[src/rtl/gray_code_cnt.sv]
// gray_code_cnt: enable-gated binary up-counter with a registered Gray-code
// copy of the same state. Both outputs update on the same rising edge, so
// gray_code always equals count ^ (count >> 1).
//
// Optional build macro GRAY_CODE_CNT_ASSERT_EN compiles in concurrent
// assertions that check the Gray invariant, the single-bit step and the
// hold behaviour. It adds no logic that drives either output.
//
// Interface note: there is no handshake. en is a plain level qualifier
// sampled at each rising edge, and the outputs carry no backpressure.
module gray_code_cnt #(
  parameter int WIDTH = 4
) (
  input  logic             clk,
  input  logic             rst_n,
  input  logic             en,
  output logic [WIDTH-1:0] count,
  output logic [WIDTH-1:0] gray_code
);

  localparam logic [WIDTH-1:0] ONE = {{(WIDTH-1){1'b0}}, 1'b1};

  // Reflected-binary encoding of a binary value.
  function automatic logic [WIDTH-1:0] bin2gray(input logic [WIDTH-1:0] b);
    return b ^ (b >> 1);
  endfunction

  logic [WIDTH-1:0] count_next;
  logic [WIDTH-1:0] gray_next;

  // Next-state values; the Gray copy is derived from the incremented count
  // so both registers load a mutually consistent pair on the same edge.
  always_comb begin
    count_next = count + ONE;
    gray_next  = bin2gray(count_next);
  end

  // State registers: clear asynchronously, advance only when en is high.
  always_ff @(posedge clk or negedge rst_n) begin
    if (!rst_n) begin
      count     <= '0;
      gray_code <= '0;
    end else if (en) begin
      count     <= count_next;
      gray_code <= gray_next;
    end
  end

`ifdef GRAY_CODE_CNT_ASSERT_EN
  // Copies of the previous edge's values. chk_valid is cleared by reset so
  // that the step checks never compare across a reset pulse.
  logic             chk_valid;
  logic             prev_en;
  logic [WIDTH-1:0] prev_gray;
  logic [WIDTH-1:0] prev_count;

  // Capture the values seen at each edge for the next edge's step checks.
  always_ff @(posedge clk or negedge rst_n) begin
    if (!rst_n) begin
      chk_valid  <= 1'b0;
      prev_en    <= 1'b0;
      prev_gray  <= '0;
      prev_count <= '0;
    end else begin
      chk_valid  <= 1'b1;
      prev_en    <= en;
      prev_gray  <= gray_code;
      prev_count <= count;
    end
  end

  a_gray_invariant : assert property (
    @(posedge clk) disable iff (!rst_n)
      gray_code == bin2gray(count)
  ) else $error("gray_code_cnt: gray/count mismatch at time %0t", $time);

  a_single_bit_step : assert property (
    @(posedge clk) disable iff (!rst_n)
      (chk_valid && prev_en) |-> ($countones(gray_code ^ prev_gray) == 1)
  ) else $error("gray_code_cnt: enabled step changed other than one bit at time %0t", $time);

  a_hold_when_idle : assert property (
    @(posedge clk) disable iff (!rst_n)
      (chk_valid && !prev_en) |-> (gray_code == prev_gray && count == prev_count)
  ) else $error("gray_code_cnt: outputs moved on a disabled edge at time %0t", $time);
`endif

endmodule

[config.mk]
export PLATFORM = sky130hd
export DESIGN_NAME = gray_code_cnt
export DESIGN_NICKNAME = d
export VERILOG_FILES = /design/src/rtl/gray_code_cnt.sv
export SDC_FILE = /design/constraint.sdc
export NUM_CORES = 1
export LEC_CHECK = 0
export ABC_CLOCK_PERIOD_IN_PS = 2100
export CAP_MARGIN = 20
export CORE_AREA = 2 2 39 41
export CTS_BUF_LIST = sky130_fd_sc_hd__clkbuf_16
export DETAILED_ROUTE_END_ITERATION = 7
export DIE_AREA = 0 0 41 43
export DONT_BUFFER_PORTS = 1
export GPL_TIMING_DRIVEN = 0
export PLACE_DENSITY = 0.38
export SYNTH_ARGS = -nofsm -noshare
export SYNTH_HDL_FRONTEND = slang
export SYNTH_SLANG_ARGS = --single-unit
export TNS_END_PERCENT = 100
[constraint.sdc]
create_clock -name clk -period 2.1 [get_ports clk]
set_input_delay 0.42 -clock clk [delete_from_list [all_inputs] [get_ports clk]]
set_output_delay 0.42 -clock clk [all_outputs]
set_load 0.01 [all_outputs]
==> reports/results.md <==
| Group | Metric | Reported |
| --- | --- | --- |
| global route | Initial antenna violation count | 0 |
| pwr | Leakage dissipation | 0.189 nW |
| timing | Slew Viols, Final | 0 |
| detailed routing | Met3 wire length | 65 um |
| synthesis | Cell type with the largest total area after synthesis | sky130_fd_sc_hd__dfrtp_1 |
| detailed routing | Routed metal-1 wirelength | 258 um |
| synthesis | Leading post-synthesis cells by instance count | 7 x sky130_fd_sc_hd__dfrtp_1, 7 x sky130_fd_sc_hd__xnor2_1, 3 x sky130_fd_sc_hd__mux2_2 |
| synthesis | Post-synth EDFFs | 0 |
| critical path | Series of cell instances along the critical path | ha_1 -> xnor2_1 -> xnor2_1 -> mux2_2 |
| hold path | Hold Path Class | input port to flip-flop |
| critical path | Number of buffer and inverter stages on the critical path | 0 |
| synthesis | Yosys warns | 0 |
| pwr | Switching portion of total power | 0.318 |
| cts | Longest Clk Path Bufs | 2 |
| hold path | Startpoint of the lowest-slack hold path | en |
| place | Sum of net half-perimeters after detailed placement | 447 um |
| critical path | Crit-path max FO | 6 |
| cts | Total clock buffers created by CTS | 3 |
| synthesis | Count of state elements after synthesis | 7 |
| detailed routing | Post-Route WL | 605 um |
| final layout | Proportion of layout cells with a drive suffix above 1 | 0.333 |
| final layout | Synth-to-layout area growth | 32.0% |
| synthesis | Fraction of registers with async set/reset | 1.00 |
| pwr | Share of power burned in the clock network | 0.317 |
| critical path | Worst Setup Start Kind | flip-flop |
| synthesis | Synthesized area divided by synthesized cell count | 13.6 um^2 |
| synthesis | Share of synthesized area occupied by flip-flops and latches | 0.515 |
| global route | Overflow left after global routing | 0 |
| critical path | Worst EP arrival | 1.66 ns |
| outcome | Status | finished, final reports clean |
| global route | Pin count of the biggest net entering global routing | 8 |
| detailed routing | DR vias/cell | 4.24 |
| final layout | Number of nets in the layout | 35 |
| detailed routing | Uppermost signal routing layer after detailed routing | met4 |
| synthesis | Main synth FF type | sky130_fd_sc_hd__dfrtp_1 |
| timing | Portion of the clock cycle consumed by the worst path in the final layout | 0.737 |
| die | Core Region | 1380 um^2 |
| critical path | CP required | 2.21 ns |
| critical path | Setup CP Type | flip-flop to flip-flop |
| timing | Clock Skew | 0.00255 ns |
| timing | # setup viols final | 0 |
| pwr | Net switching power | 0.318 mW |
| pwr | IR drop worst, VDD | 0.818 mV |
| hold path | Worst hold path depth | 2 |
| die | Site Rows | 14 |
| critical path | RR Endpoint | gray_code[1] |
| die | Horiz. Die Dim | 41 um |
| die | Initial Utilization | 0.246 |
| place | RD Place Congestion | 0.687 |
| die | I/O pins | 11 |
| synthesis | Synth Net Count | 29 |
| cts | Clock tree from TritonCTS | done |
| timing | Worst-case setup margin in the final layout | 0.552 ns |
| critical path | Cell family contributing the most delay on the critical path | flip-flops |
| detailed routing | Length of routed met2 wiring | 269 um |
| critical path | Cell with the largest stage delay on the worst path | sky130_fd_sc_hd__dfrtp_1 |
| final layout | Final core occ | 0.325 |
| detailed routing | Iter 0 DRT Violations | 1 |
| critical path | Peak per-stage delay on the critical path | 0.49 ns |
| global route | Vias in the first global route | 210 |
| timing | Least-Margin Pin Slew | 0.330 ns |
| critical path | Crit end category | flip-flop |
| hold path | Worst min-delay path endpoint | count[0] |
| detailed routing | Detailed-router iteration count before antenna repair | 2 |
| global route | Global Route Usage Sum | 0.0966 |
| synthesis | Area share of the largest cell type after synthesis | 0.515 |
| synthesis | Post-synth cell types | 11 |
| synthesis | Cell area after synthesis | 340 um^2 |
| cts | CTS resizes | 0 |
| synthesis | Largest cells by area after synthesis | sky130_fd_sc_hd__dfrtp_1 51%, sky130_fd_sc_hd__xnor2_1 18%, sky130_fd_sc_hd__mux2_2 9.9% |
| cts | Post-CTS setup buffer count | 0 |
| critical path | Worst flop-to-flop path startpoint | count[0] |
| run | Max cap viols | 0 |
| cts | Clock transition at path regs | 0.04 ns |
| global route | First-pass GRT wire length | 1.02 mm |
| critical path | Setup slack, reg-to-reg | 0.55 ns |
| timing | Unrepaired setup endpoints after global routing | false |
| timing | Setup_tns | 0 ns |
| place | I/O Buffers | 0 |
| timing | Relative max-transition margin | 0.779 |
| pwr | Part of the power in registers | 0.336 |
| final layout | Fill count | 149 |
| cts | CTS Sinks | 7 |
| timing | Final count of hold timing violations | 0 |
| cts | Clk Tree Root Cell | sky130_fd_sc_hd__clkbuf_16 |
| final layout | Diodes inserted | 0 |
| pwr | Internal cell power | 0.683 mW |
| cts | Clock latency on the worst-skew pair | 0.23 ns |
| place | Pre-CTS setup slack | 0.539 ns |
| timing | Max Fclk | 646 MHz |
| pwr | Power density over cell area | 2230 nW/um^2 |
| die | Vertical extent of the die | 43 um |
| critical path | Top cell by count, worst path | sky130_fd_sc_hd__xnor2_1 |
| die | Overall die area | 1760 um^2 |
| timing | Final min period | 1.55 ns |
| detailed routing | Antenna violation net count after detailed routing | 0 |
| detailed routing | Wire length per cell | 13.2 um |
| synthesis | Gate count of the mapped netlist | 25 |
| detailed routing | DRC viols | 0 |
| pwr | Combinational power share | 0.347 |
| critical path | FF-to-FF path depth | 4 |
| cts | Maximum level of the CTS H-tree | 1 |
| detailed routing | Number of vias after detailed routing | 195 |
flip-flops by register name (all words and copies together) (netlist names):
name	count
count	3
gray_code	4
per-layer routing:
metal	global-route usage	vias to the layer above
li1	-	91
met1	0.113	93
met2	0.113	9
met3	0.0995	2
met4	0.0400	0
met5	0	-
metrics by stage:
step / hold WS, ns / area, um^2 / instances / power, mW
after floorplan: 0.124 / 340 / 25 / 0.634
after global placement: 0.125 / 360 / 41 / 0.682
after detailed placement: 0.125 / 360 / 41 / 0.692
after CTS: 0.498 / 449 / 46 / 1.02
after global routing: 0.532 / 449 / 46 / 1.08
final: 0.497 / 449 / 46 / 1.00
area by class of cell:
cell class / instances / area [um^2] / share of cell area
multi-input combinational: 16 / 153 / 0.340
tap: 16 / 20.0 / 0.0446
clock inverter: 1 / 3.75 / 0.00836
timing repair buffer: 1 / 10.0 / 0.0223
sequential: 7 / 175 / 0.390
buffer: 2 / 12.5 / 0.0279
clock buffer: 3 / 75.1 / 0.167
worst reg2reg max path: cells and delay by family, from the launching register on:
family                   cells  cell delay (ns)
flip-flops                   1             0.49
adder cells (fa/ha/maj)      1             0.40
XOR/XNOR                     2             0.28
multiplexers                 1             0.26
layout by cell type (no fill, tap or decap):
master                          instances
sky130_fd_sc_hd__buf_2                  1
sky130_fd_sc_hd__buf_4                  1
sky130_fd_sc_hd__xnor2_1                7
sky130_fd_sc_hd__dfrtp_1                7
sky130_fd_sc_hd__mux2_4                 1
sky130_fd_sc_hd__nand2_1                1
sky130_fd_sc_hd__a21boi_2               1
sky130_fd_sc_hd__clkbuf_16              3
sky130_fd_sc_hd__ha_1                   1
sky130_fd_sc_hd__dlygate4sd3_1          1
sky130_fd_sc_hd__xor2_1                 1
sky130_fd_sc_hd__nand4_1                1
sky130_fd_sc_hd__mux2_2                 3
sky130_fd_sc_hd__inv_1                  1
cells by family (layout without fill, tap and decap cells):
group,after synthesis,after routing,share of synthesized area
xor gates and xnor gates,8,8,0.206
DFF,7,7,0.515
muxes,4,4,0.143
and+or+nand+nor,2,2,0.0294
buffers and inverters,2,7,0.0368
adders and majority gates,1,1,0.0368
AOI/OAI and AO/OA,1,1,0.0331
how the worst max path moves through the flow:
| stage | startpoint | to | slack [ns] | depth (start not counted) |
|---|---|---|---|---|
| detailed placement | count[0] | gray_code[1] | 0.54 | 4 |
| floorplan | count[0] | gray_code[1] | 0.64 | 4 |
| CTS | count[0] | gray_code[1] | 0.53 | 4 |
| global placement | count[0] | gray_code[1] | 0.56 | 4 |
| finish | count[0] | gray_code[1] | 0.55 | 4 |
| global route | count[0] | gray_code[1] | 0.46 | 4 |
power by group through the flow:
stage | clock network (mW) | logic (mW) | registers (mW)
after global placement | 0 | 0.343 | 0.339
after floorplan | 0 | 0.318 | 0.315
final | 0.317 | 0.347 | 0.337
after global routing | 0.335 | 0.392 | 0.352
after CTS | 0.325 | 0.355 | 0.341
after detailed placement | 0 | 0.349 | 0.343
timing repair:
| action | in CTS | in global routing |
|---|---|---|
| hold buffers | 1 | 0 |
| hold endpoints to repair | 7 | 0 |
| endpoints found under the setup margin | 0 | 0 |
(Power assumes the default switching activity.)
